===== src/rtl/gate_response_misr.sv =====
// rtl/gate_response_misr.sv - response compactor that folds netlist output vectors into a MISR
// and compares the final signature against a golden value.
module gate_response_misr #(
  parameter int RESP_W        = 10,
  parameter int SIG_W         = 16,
  parameter logic [SIG_W-1:0] POLY = 16'h002D,
  parameter logic [SIG_W-1:0] SEED = 16'hFFFF,
  parameter int PATTERN_COUNT = 256,
  parameter int CNT_W         = 9
) (
  input  logic              clk,
  input  logic              rst,
  input  logic              start,
  input  logic              abort,
  input  logic              resp_valid,
  input  logic [RESP_W-1:0] resp_data,
  output logic              resp_ready,
  input  logic [SIG_W-1:0]  golden,
  output logic              busy,
  output logic              done,
  output logic              pass,
  output logic [SIG_W-1:0]  signature,
  output logic [CNT_W-1:0]  count
);

  typedef enum logic [1:0] {
    IDLE = 2'd0,
    RUN  = 2'd1,
    DONE = 2'd2
  } state_t;

  state_t           state;
  state_t           state_next;
  logic             accept;
  logic             last_accept;
  logic             load_run;
  logic [SIG_W-1:0] sig_next;

  localparam logic [CNT_W-1:0] LAST_IDX = CNT_W'(PATTERN_COUNT - 1);
  localparam logic [CNT_W-1:0] FULL_CNT = CNT_W'(PATTERN_COUNT);

  always_ff @(posedge clk or posedge rst) begin
    if (rst) begin
      state <= IDLE;
    end else begin
      state <= state_next;
    end
  end

  always_comb begin
    state_next  = state;
    resp_ready  = 1'b0;
    busy        = 1'b0;
    done        = 1'b0;
    accept      = 1'b0;
    last_accept = 1'b0;
    load_run    = 1'b0;
    case (state)
      IDLE: begin
        if (start) begin
          state_next = RUN;
          load_run   = 1'b1;
        end
      end
      RUN: begin
        resp_ready  = 1'b1;
        busy        = 1'b1;
        accept      = resp_valid;
        last_accept = resp_valid && (count == LAST_IDX);
        if (last_accept) begin
          state_next = DONE;
        end
      end
      DONE: begin
        done = 1'b1;
        if (start) begin
          state_next = RUN;
          load_run   = 1'b1;
        end
      end
      default: begin
        state_next = IDLE;
      end
    endcase
    // abort wins over both a start and an accept in the same cycle
    if (abort) begin
      state_next  = IDLE;
      accept      = 1'b0;
      last_accept = 1'b0;
      load_run    = 1'b0;
    end
  end

  always_comb begin
    sig_next = {signature[SIG_W-2:0], 1'b0}
             ^ (signature[SIG_W-1] ? POLY : '0)
             ^ SIG_W'(resp_data);
  end

  always_ff @(posedge clk or posedge rst) begin
    if (rst) begin
      signature <= SEED;
      count     <= '0;
      pass      <= 1'b0;
    end else if (abort) begin
      pass <= 1'b0;
    end else if (load_run) begin
      signature <= SEED;
      count     <= '0;
      pass      <= 1'b0;
    end else if (accept) begin
      signature <= sig_next;
      if (last_accept) begin
        count <= FULL_CNT;
        pass  <= (sig_next == golden);
      end else begin
        count <= count + 1'b1;
      end
    end
  end

endmodule

===== config.mk =====
export PLATFORM = sky130hd
export DESIGN_NAME = gate_response_misr
export DESIGN_NICKNAME = d
export VERILOG_FILES = /design/src/rtl/gate_response_misr.sv
export SDC_FILE = /design/constraint.sdc
export NUM_CORES = 1
export LEC_CHECK = 0
export ABC_AREA = 1
export BUFFER_PORTS_ARGS = -buffer_cell sky130_fd_sc_hd__buf_2
export CAP_MARGIN = 20
export CORE_UTILIZATION = 35
export CTS_CLUSTER_SIZE = 8
export DETAILED_ROUTE_END_ITERATION = 7
export GPL_ROUTABILITY_DRIVEN = 0
export SYNTH_ARGS = -nofsm -noshare
export SYNTH_HDL_FRONTEND = slang
export SYNTH_SLANG_ARGS = --single-unit
export TNS_END_PERCENT = 20

===== constraint.sdc =====
create_clock -name clk -period 1.9 [get_ports clk]
set_input_delay 0.38 -clock clk [delete_from_list [all_inputs] [get_ports clk]]
set_output_delay 0.38 -clock clk [all_outputs]
set_load 0.01 [all_outputs]

==> impl_metrics.csv <==
group,metric,value,unit
pwr,ir_worst_vdd,0.6623,mV
setup_path,critical_path_required,2070,ps
status,status,"completed",
route,routedWlPerCell,10.88,microns
yosys,ys_seq_area_frac,0.3997,
yosys,synth_adder_area_share,0.01388,
final_layout,syn_to_final_growth,29.56,%
sta,worstMarginPinSlew,380.8,ps
floorplan,ios,60,
sta,period_share,0.9616,
setup_path,crit_path_max_fanout,7,
clocking,clock-sinks,28,
floorplan,die_y,73.78,microns
sta,slew_violations,0,
floorplan,num_rows,25,
route,remaining_drc_errors,0,
sta,finalHoldViolations,0,
final_layout,antennaDiodeCount,0,
final_layout,layout-drive-gt1-share,0.3478,
setup_path,worst_r2r_path_depth,13,
route,dr.pass1.iters,4,
yosys,syn_area,0.001803,sq mm
setup_path,cp-start-kind,"flip-flop",
sta,fin_hold_ws,152.0,ps
grt,antenna_found_initial,0,
sta,slew_headroom,0.7461,
yosys,synthSimpleGateAreaFrac,0.3158,
sta,layout_min_cycle_time,1827,ps
floorplan,die_w,73.78,microns
route,drt_iter0_markers,66,
sta,setup_viol,0,
min_path,min_path_type,"in -> async",
sta,setup_tns,0,ps
final_layout,fillers,506,
place,portBuffers,59,
grt,grt_overflow,0,
grt,first_global_vias,1591,
grt,grt_first_pass_wirelength,6.913,mm
route,ant_nets,0,
yosys,yosysWarnings,0,
floorplan,die_area,0.005443,sq mm
clocking,cts.clk_slew.worst_paths,100,ps
setup_path,cp.arrival,2000,ps
yosys,synth_area_per_cell,7.183,sq um
route,avgViaCountPerCell,4.542,
setup_path,critPathKind,"reg -> reg",
clocking,hold_buffers,0,
setup_path,critPathCaptureType,"flip-flop",
final_layout,nets,356,
grt,grt_max_degree,29,
clocking,tritoncts,"done",
yosys,synth_nets,284,
sta,fmaxAchievable,0.5474,GHz
clocking,cts_buffers,3,
route,vias,1767,
floorplan,initial_core_util,0.3719,
clocking,clk_latency,280,ps
yosys,synth_seq_cells,28,
sta,fin_skew,6.151,ps
pwr,power_density,700.2,mW/mm^2
floorplan,core_region_area,0.004848,sq mm
yosys,yosysUniqueCellTypes,32,
pwr,power.leakage,1.351,nW
run,maxCapViolations,0,
clocking,cts_buffer_depth,2,
clocking,h-tree-depth,1,
grt,grt.total_usage,0.1660,
yosys,synth.mux.area_fraction,0,
yosys,synth_compound_area_frac,0.1346,
clocking,root_buffer,"clkbuf_8",
yosys,netlist_instances,251,
yosys,synth_xor_area_frac,0.009715,
yosys,synth_top_family_by_area,"simple AND/OR/NAND/NOR gates",
route,wl,4.233,mm
sta,rsz0062_at_grt,"true",
place,place_hpwl,3.169,mm
[through the flow]
stage | area [sq um] | util | total power, mW | worst slack, ps | std cells
after detailed placement | 2186 | 0.4508 | 1.237 | -50.97 | 378
after global routing | 2336 | 0.4818 | 1.761 | -38.48 | 389
after global placement | 2186 | 0.4508 | 1.232 | 6.570 | 378
final | 2336 | 0.4818 | 1.636 | 73.05 | 389
after floorplan | 1803 | - | 1.054 | 14.60 | 251
after CTS | 2286 | 0.4715 | 1.641 | 12.08 | 386
[report_power, final]
| group | switching [mW] | total, mW | internal, mW | leakage [nW] |
|---|---|---|---|---|
| combinational | 0.282 | 0.499 | 0.217 | 0.992 |
| clock | 0.191 | 0.376 | 0.186 | 0.0288 |
| sequential | 0.0683 | 0.760 | 0.692 | 0.331 |
[logic make-up after synthesis]
kind of cell / Yosys count
adders and majority gates: 2
and+or+nand+nor: 127
DFF: 28
buffers and inverters: 55
xor gates and xnor gates: 2
AOI/OAI and AO/OA: 37
[flip-flops by register name, summed over array words and instances (netlist names)]
register / count
signature: 16
pass: 1
state: 2
count: 9
[final cells by class]
type,count,area (sq um),area share
well taps,67,83.83,0.03589
repair buffers,71,385.4,0.1650
clock buffers,4,55.05,0.02357
multi-input cells,168,897.1,0.3840
flip-flops and latches,28,720.7,0.3085
inverters,51,193.9,0.08302
[cells in the final DEF, fill, tap and decap left out, types with 2 or more instances in the layout]
master     n
nand2_1   74
clkbuf_8   4
o21a_1     4
buf_4     12
a21oi_1   11
inv_2      3
nor2_2     2
nor2_1    22
nand3b_1   3
inv_1     47
nor2_4     4
nand2_4    2
nand3_1   12
nand2_2    4
o21ai_0    3
dfstp_2   16
o21ai_1    2
buf_2     59
nand3_4    2
a22oi_1   10
dfrtp_1   12
xnor2_1    2
[final timing paths]
check | end | from | slack, ps
min in group clk | state[0] | abort | 320
min | count[0] | rst | 150
max in group asynchronous | signature[12] | rst | 1430
max | count[6] | count[0] | 70
max reg2reg | count[6] | count[0] | 70
min reg2reg | signature[2] | signature[2] | 500
[worst max-delay path, stage by stage (launching register included)]
cell,delay [ps]
dfrtp_1,410
ha_4,180
nand3_4,90
nor2_4,100
nand2_2,60
nor2_2,80
ha_2,170
nand2_2,70
nor2_4,130
nand2_2,80
nand2_4,110
o21ai_1,90
o22ai_1,110
inv_1,50
[synth_stat cells, drive strengths merged]
| cell type | number | area (sq um) |
|---|---|---|
| a32oi | 1 | 8.760 |
| and2 | 1 | 6.260 |
| ha | 2 | 25.02 |
| nor2 | 28 | 130.1 |
| dfstp | 16 | 420.4 |
| xnor2 | 2 | 17.52 |
| nand3 | 14 | 82.58 |
| dfrtp | 12 | 300.3 |
| o21ai | 5 | 25.02 |
| nand3b | 3 | 22.52 |
| inv | 51 | 193.9 |
| or4 | 1 | 7.510 |
| o31ai | 1 | 7.510 |
| a31o | 1 | 8.760 |
| a32o | 1 | 10.01 |
| o211ai | 1 | 7.510 |
| buf | 4 | 33.78 |
| o21a | 4 | 30.03 |
| o22ai | 1 | 6.260 |
| a21oi | 12 | 63.81 |
| a22oi | 10 | 75.07 |
| nand2 | 80 | 320.3 |
[what timing repair did]
item / 4_1_cts / 5_1_grt
pin swaps: 6 / 7
gates resized for setup: 7 / 5
setup buffers: 4 / 3
endpoints found under the hold margin: 0 / 0
setup endpoints to repair: 4 / 10
[routing by layer]
metal  share of wire  vias up  global-route usage
met5               0        -                   0
met4          0.0054        0             0.02991
met3           0.049        2             0.03841
met2            0.47       41              0.2875
met1            0.47      795              0.2123
li1                -      929                   -
No activity file was read; power rests on OpenSTA's default activity.
